--- config.mk ---
export PLATFORM = sky130hd
export DESIGN_NAME = gray_tracker
export DESIGN_NICKNAME = d
export VERILOG_FILES = /design/src/rtl/gray_pkg.sv /design/src/rtl/gray2bin.sv /design/src/rtl/gray_tracker.sv
export SDC_FILE = /design/constraint.sdc
export NUM_CORES = 1
export LEC_CHECK = 0
export ABC_AREA = 0
export ABC_CLOCK_PERIOD_IN_PS = 9800
export BUFFER_PORTS_ARGS = -buffer_cell sky130_fd_sc_hd__clkbuf_2
export CAP_MARGIN = 20
export CORE_ASPECT_RATIO = 1.5
export CORE_MARGIN = 2
export CORE_UTILIZATION = 50
export DETAILED_ROUTE_END_ITERATION = 7
export GPL_TIMING_DRIVEN = 0
export PLACE_DENSITY_LB_ADDON = 0.3
export SYNTH_ARGS = -nofsm -noshare
export SYNTH_HDL_FRONTEND = slang
export SYNTH_SLANG_ARGS = --single-unit
--- constraint.sdc ---
create_clock -name Clk -period 9.8 [get_ports Clk]
set_input_delay 0 -clock Clk [delete_from_list [all_inputs] [get_ports Clk]]
set_output_delay 0 -clock Clk [all_outputs]
set_load 0.03 [all_outputs]
--- src/rtl/gray_pkg.sv ---
`default_nettype none
// ============================================================================
// Module      : gray_pkg
// Description : Shared types and default widths for the Gray-code tracker.
// Revision    : 1.0 - initial release
// ============================================================================
package gray_pkg;

  localparam int GRAY_W     = 3;
  localparam int GRAY_CNT_W = 8;

  typedef enum logic [1:0] {
    STEP_HOLD = 2'd0,
    STEP_UP   = 2'd1,
    STEP_DOWN = 2'd2,
    STEP_BAD  = 2'd3
  } step_t;

  typedef enum logic [0:0] {
    ST_INIT  = 1'b0,
    ST_TRACK = 1'b1
  } state_t;

endpackage
`default_nettype wire

--- src/rtl/gray2bin.sv ---
`default_nettype none
// ============================================================================
// Module      : gray2bin
// Description : Combinational Gray-to-binary decoder of parameterised width.
// Revision    : 1.0 - initial release
// ============================================================================
module gray2bin #(
  parameter int WIDTH = 3
) (
  input  logic [WIDTH-1:0] gray,
  output logic [WIDTH-1:0] bin
);

  // Each binary bit is the XOR of all Gray bits at or above it.
  for (genvar i = 0; i < WIDTH; i++) begin : g_bit
    assign bin[i] = ^gray[WIDTH-1:i];
  end

endmodule
`default_nettype wire

--- src/rtl/gray_tracker.sv ---
`default_nettype none
// ============================================================================
// Module      : gray_tracker
// Description : Tracks a Gray-code stream as a step-accurate binary position
//               with direction, wrap and sticky illegal-jump reporting.
//               GRAY_TRACKER_SAT_EN: saturate Position instead of wrapping.
// Revision    : 1.0 - initial release
// ============================================================================
module gray_tracker
  import gray_pkg::*;
#(
  parameter int WIDTH = GRAY_W,
  parameter int CNT_W = GRAY_CNT_W
) (
  input  logic             Clk,
  input  logic             Reset,
  input  logic             Valid,
  input  logic [WIDTH-1:0] GrayIn,
  output logic [CNT_W-1:0] Position,
  output logic [WIDTH-1:0] Bin,
  output logic             Step,
  output logic             Dir,
  output logic             Wrap,
  output logic             Error
);

  localparam logic [WIDTH-1:0] BIN_MAX = '1;
  localparam logic [WIDTH-1:0] BIN_ONE = WIDTH'(1);
  localparam logic [CNT_W-1:0] POS_MAX = '1;

  state_t           state;
  logic [WIDTH-1:0] bin_q;
  logic [CNT_W-1:0] pos_q;
  logic             step_q;
  logic             dir_q;
  logic             wrap_q;
  logic             err_q;

  logic [WIDTH-1:0] bin_in;
  logic [WIDTH-1:0] delta;
  step_t            step_class;
  logic [CNT_W-1:0] pos_up;
  logic [CNT_W-1:0] pos_dn;

  gray2bin #(.WIDTH(WIDTH)) u_gray2bin (
    .gray (GrayIn),
    .bin  (bin_in)
  );

  assign delta = bin_in - bin_q;

  always_comb begin
    step_class = STEP_BAD;
    if (delta == '0)
      step_class = STEP_HOLD;
    else if (delta == BIN_ONE)
      step_class = STEP_UP;
    else if (delta == BIN_MAX)
      step_class = STEP_DOWN;
  end

`ifdef GRAY_TRACKER_SAT_EN
  assign pos_up = (pos_q == POS_MAX) ? pos_q : pos_q + 1'b1;
  assign pos_dn = (pos_q == '0)      ? pos_q : pos_q - 1'b1;
`else
  assign pos_up = pos_q + 1'b1;
  assign pos_dn = pos_q - 1'b1;
`endif

  always_ff @(posedge Clk) begin
    if (Reset) begin
      state  <= ST_INIT;
      bin_q  <= '0;
      pos_q  <= '0;
      step_q <= 1'b0;
      dir_q  <= 1'b0;
      wrap_q <= 1'b0;
      err_q  <= 1'b0;
    end else begin
      step_q <= 1'b0;
      wrap_q <= 1'b0;
      if (Valid) begin
        // Every accepted sample becomes the new reference, including bad jumps.
        bin_q <= bin_in;
        case (state)
          ST_INIT: state <= ST_TRACK;
          ST_TRACK: begin
            case (step_class)
              STEP_UP: begin
                pos_q  <= pos_up;
                step_q <= 1'b1;
                dir_q  <= 1'b1;
                wrap_q <= (bin_q == BIN_MAX);
              end
              STEP_DOWN: begin
                pos_q  <= pos_dn;
                step_q <= 1'b1;
                dir_q  <= 1'b0;
                wrap_q <= (bin_q == '0);
              end
              STEP_BAD: err_q <= 1'b1;
              default:  ;
            endcase
          end
          default: state <= ST_INIT;
        endcase
      end
    end
  end

  assign Position = pos_q;
  assign Bin      = bin_q;
  assign Step     = step_q;
  assign Dir      = dir_q;
  assign Wrap     = wrap_q;
  assign Error    = err_q;

endmodule
`default_nettype wire

==> Flow_metrics.wiki <==
{| class="wikitable"
! Metric !! Value
|-
| Clock network latency to the later pin of the worst-skew pair || about 300 ps
|-
| Clock net sink count || 16
|-
| Total track usage || 0.189
|-
| Finish-stage setup viols || 0
|-
| Wire length per cell after detailed routing || ~12 um
|-
| Core Region || between 1500 and 2000 sq um
|-
| Netlist Area Pre-Place || roughly 1000 sq um
|-
| Critical-path cell list || dlygate4sd3_1 > clkbuf_2 > xor2_1 > xnor2_1 > ha_1 > inv_1 > fa_1 > xor2_1 > xnor2_1 > mux2_2 > inv_1 > ha_1 > ha_1 > a21o_1 > a31o_1 > or3_1 > a21oi_1 > mux2_1
|-
| Longest individual stage delay on the worst path || between 500 and 600 ps
|-
| Unique masters post-synth || 36
|-
| Total detailed-routing wirelength || 1.93 mm
|-
| Worst-case clock skew || 1.91 ps
|-
| Number of hold violations in the final report || 0
|-
| Worst EP arrival || 4510 ps
|-
| Residual overflow from global routing || 0
|-
| Antenna diode count || 0
|-
| HPWL after detailed placement || about 1.5 mm
|-
| Setup slack of the most critical reg-to-reg path || approximately 6000 ps
|-
| Wire length of the first global-routing pass || around 3 mm
|-
| Clock root buffer || sky130_fd_sc_hd__clkbuf_4
|-
| Post-layout utilization of the core || 0.627
|-
| DR DRC count || 0
|-
| Vertical extent of the die || approximately 59 um
|-
| TritonCTS clock tree || built
|-
| Top delay family on crit path || adder cells
|-
| Reg2reg path depth || 14
|-
| Number of routed nets with antenna violations || 0
|-
| Starting Density || 0.539
|-
| Worst-path fanout max || 7
|-
| Clock-pin transition on the worst setup and hold timing paths || 90 ps
|-
| Endpoint, Worst Hold || state
|-
| Worst voltage drop across the vdd grid || slightly below 100 uV
|-
| Clock Path Buffers || 2
|-
| Worst-margin pin slew || 498 ps
|-
| Worst path slowest cell || sky130_fd_sc_hd__dlygate4sd3_1
|-
| Initial antenna violation count || 0
|-
| Power density relative to cell area || between 150 and 200 nW/um^2
|-
| Routability-driven placement congestion ratio || 0.800
|-
| Critical path class || primary input to register
|-
| Kind of launch point of the worst setup path || primary input
|-
| Sequential-to-total area share from yosys stat || 0.320
|-
| Launch instance of the worst min-delay path || Valid
|-
| Detailed Route Iter0 Violations || 7
|-
| Syn avg cell area || around 9 sq um
|-
| Headroom to the max-slew limit || 0.668
|-
| Number of input and output port buffers inserted || 18
|-
| Number of global-route vias before repair || approximately 750
|-
| Worst setup EP type || register
|-
| Setup tns final || 0 ps
|-
| Number of max-slew violations in the final report || 0
|-
| Most prevalent standard cell on the critical path || sky130_fd_sc_hd__ha_1
|-
| Synthesis-to-layout area growth || 16.3%
|-
| Nets in the synthesized netlist || between 100 and 150
|-
| Die footprint || approximately 2400 sq um
|-
| Register bit total from synthesis || 16
|-
| Count of yosys warnings during synthesis || 0
|-
| Combinational fraction of design power || 0.376
|-
| Via count || 850
|-
| Share of final-layout standard cells stronger than drive strength 1 || 0.201
|-
| Number of nets in the layout || 153
|-
| Required time of the critical path || ~10000 ps
|-
| Cell Rows || 19
|-
| Cell internal pwr || 120 uW
|-
| Worst flop-to-flop path startpoint || Bin[0]
|-
| Buf/Inv on CP || 4
|-
| Layout fillers || ~170
|-
| Net Sw Power || between 60 and 70 uW
|-
| Status || complete, no violations
|-
| DRT Pass-1 Iters || 4
|-
| Gate count of the mapped netlist || ~110
|-
| Hold/Removal Path Class || primary input to register
|-
| Reg power frac || 0.387
|-
| Largest net degree at the start of global routing || 11
|-
| Static Leakage || 0.000555 uW
|-
| Clock share of power || 0.237
|-
| Clock period minus worst slack || 4320 ps
|-
| Most common library cell in the layout ignoring fill and taps || sky130_fd_sc_hd__clkbuf_2
|-
| Most used cells in the layout excluding fill and tap cells || 18 x sky130_fd_sc_hd__clkbuf_2, 16 x sky130_fd_sc_hd__dfxtp_1, 13 x sky130_fd_sc_hd__nor2_1, 10 x sky130_fd_sc_hd__inv_1, 10 x sky130_fd_sc_hd__ha_1
|-
| Via density per instance || ~5.5
|-
| Worst hold path cell count || 3
|-
| Reg-to-reg endpoint || Position[7]
|-
| Switching part of the total || 0.363
|-
| Fmax achieved || 231 MHz
|-
| Total of max-cap violations || 0
|-
| Tcrit/Tclk final || 0.441
|-
| Chip Width || about 41 um
|-
| Unrepaired setup endpoints after global routing || false
|-
| Number of H-tree levels || 1
|-
| I/O pin cnt || 21
|-
| Number of buffers created by CTS || 3
|}
-- stage by stage --
stage          cells  power [uW]  worst slack, ps  instance area (sq um)  hold slack [ps]
3_3_place_gp     150         144             5770                   1120              303
5_1_grt          155         204             5280                   1160             80.5
6_report         155         189             5480                   1160             66.5
4_1_cts          154         190             6000                   1150             2.14
3_5_place_dp     150         146             5740                   1120              310
2_1_floorplan    111         130             6070                   1000              147
-- logic make-up after synthesis --
group	after synthesis	synth area share
AO/OA/AOI/OAI	20	0.130
XOR/XNOR	7	0.0613
multiplexers	7	0.0726
AND/OR/NAND/NOR	35	0.196
adder cells (fa/ha/maj)	12	0.165
buffers and inverters	14	0.0538
flip-flops	16	0.320
-- worst max path at each step --
| stage | startpoint | slack [ps] | end | cells after the start |
|---|---|---|---|---|
| global route | GrayIn[2] | 5280 | Position[7] | 18 |
| global placement | GrayIn[2] | 5770 | Position[7] | 17 |
| detailed placement | GrayIn[2] | 5740 | Position[7] | 17 |
| floorplan | Bin[0] | 6070 | Position[7] | 14 |
| CTS | Bin[0] | 6000 | Position[7] | 14 |
| finish | GrayIn[2] | 5480 | Position[7] | 18 |
-- cell type report --
cell class | instances | area, sq um | area share
well taps | 21 | 26.3 | 0.0226
flip-flops and latches | 16 | 320 | 0.276
multi-input cells | 81 | 626 | 0.538
repair buffers | 19 | 100 | 0.0861
plain buffers | 4 | 16.3 | 0.0140
inverters | 10 | 37.5 | 0.0323
clock buffers | 4 | 36.3 | 0.0312
-- routing by layer --
metal	vias up	part of all wire	GRT usage
met4	0	0.035	0.129
met3	7	0.043	0.0604
met5	-	0	0
met2	21	0.54	0.320
li1	427	-	-
met1	395	0.38	0.179
-- flip-flops by register name, summed over array words and instances (netlist names) --
| signal | count |
|---|---|
| Bin | 3 |
| Dir | 1 |
| Error | 1 |
| Position | 8 |
| Step | 1 |
| Wrap | 1 |
| state | 1 |
-- tightest hold or removal path, stage by stage --
cell                     delay (ps)
sky130_fd_sc_hd__buf_2          190
sky130_fd_sc_hd__nor2_1          70
sky130_fd_sc_hd__nor2_1          70
-- power by group through the flow --
stage / logic [uW] / registers [uW] / clock network, uW
floorplan: 48.5 / 81.9 / 0
global placement: 69.3 / 74.3 / 0
detailed placement: 71.3 / 74.6 / 0
CTS: 71.5 / 73.1 / 45.1
global route: 80.6 / 73.6 / 49.6
finish: 70.9 / 73.0 / 44.7
-- synth_stat cells --
cell type                  number  area share
sky130_fd_sc_hd__xnor2_1        4       0.035
sky130_fd_sc_hd__o21ai_1        1      0.0050
sky130_fd_sc_hd__or3_1          2       0.013
sky130_fd_sc_hd__buf_2          1      0.0050
sky130_fd_sc_hd__a22o_1         1      0.0088
sky130_fd_sc_hd__and2_1         2       0.013
sky130_fd_sc_hd__a31oi_1        3       0.019
sky130_fd_sc_hd__nor3b_1        1      0.0075
sky130_fd_sc_hd__xor2_1         3       0.026
sky130_fd_sc_hd__nand3_4        1       0.018
sky130_fd_sc_hd__fa_1           2       0.040
sky130_fd_sc_hd__nand2_1        2      0.0075
sky130_fd_sc_hd__a21o_1         2       0.015
sky130_fd_sc_hd__mux2i_1        5       0.050
sky130_fd_sc_hd__nand3_1        1      0.0050
sky130_fd_sc_hd__clkbuf_1       3       0.011
sky130_fd_sc_hd__nor3_1         2       0.010
sky130_fd_sc_hd__o41ai_1        1      0.0088
sky130_fd_sc_hd__inv_1         10       0.038
sky130_fd_sc_hd__a31o_1         1      0.0088
sky130_fd_sc_hd__a21boi_0       1      0.0075
sky130_fd_sc_hd__mux2_1         1       0.011
sky130_fd_sc_hd__nand2b_1       2       0.013
sky130_fd_sc_hd__nand4_1        2       0.013
sky130_fd_sc_hd__ha_1          10        0.13
sky130_fd_sc_hd__nor4b_1        1      0.0088
sky130_fd_sc_hd__nor2b_1        4       0.025
sky130_fd_sc_hd__o211ai_1       2       0.015
sky130_fd_sc_hd__mux2_2         1       0.011
sky130_fd_sc_hd__a21oi_1        6       0.030
sky130_fd_sc_hd__o21a_1         1      0.0075
sky130_fd_sc_hd__nor2_1        13       0.049
sky130_fd_sc_hd__o21ai_0        1      0.0050
sky130_fd_sc_hd__or2_2          1      0.0063
sky130_fd_sc_hd__dfxtp_1       16        0.32
sky130_fd_sc_hd__or4b_2         1       0.010
-- timing repair --
action | 4_1_cts | 5_1_grt
hold buffers | 0 | 1
gates resized for setup | 0 | 0
endpoints found under the hold margin | 0 | 1
setup buffers | 0 | 0
No activity file was read; power rests on OpenSTA's default activity.
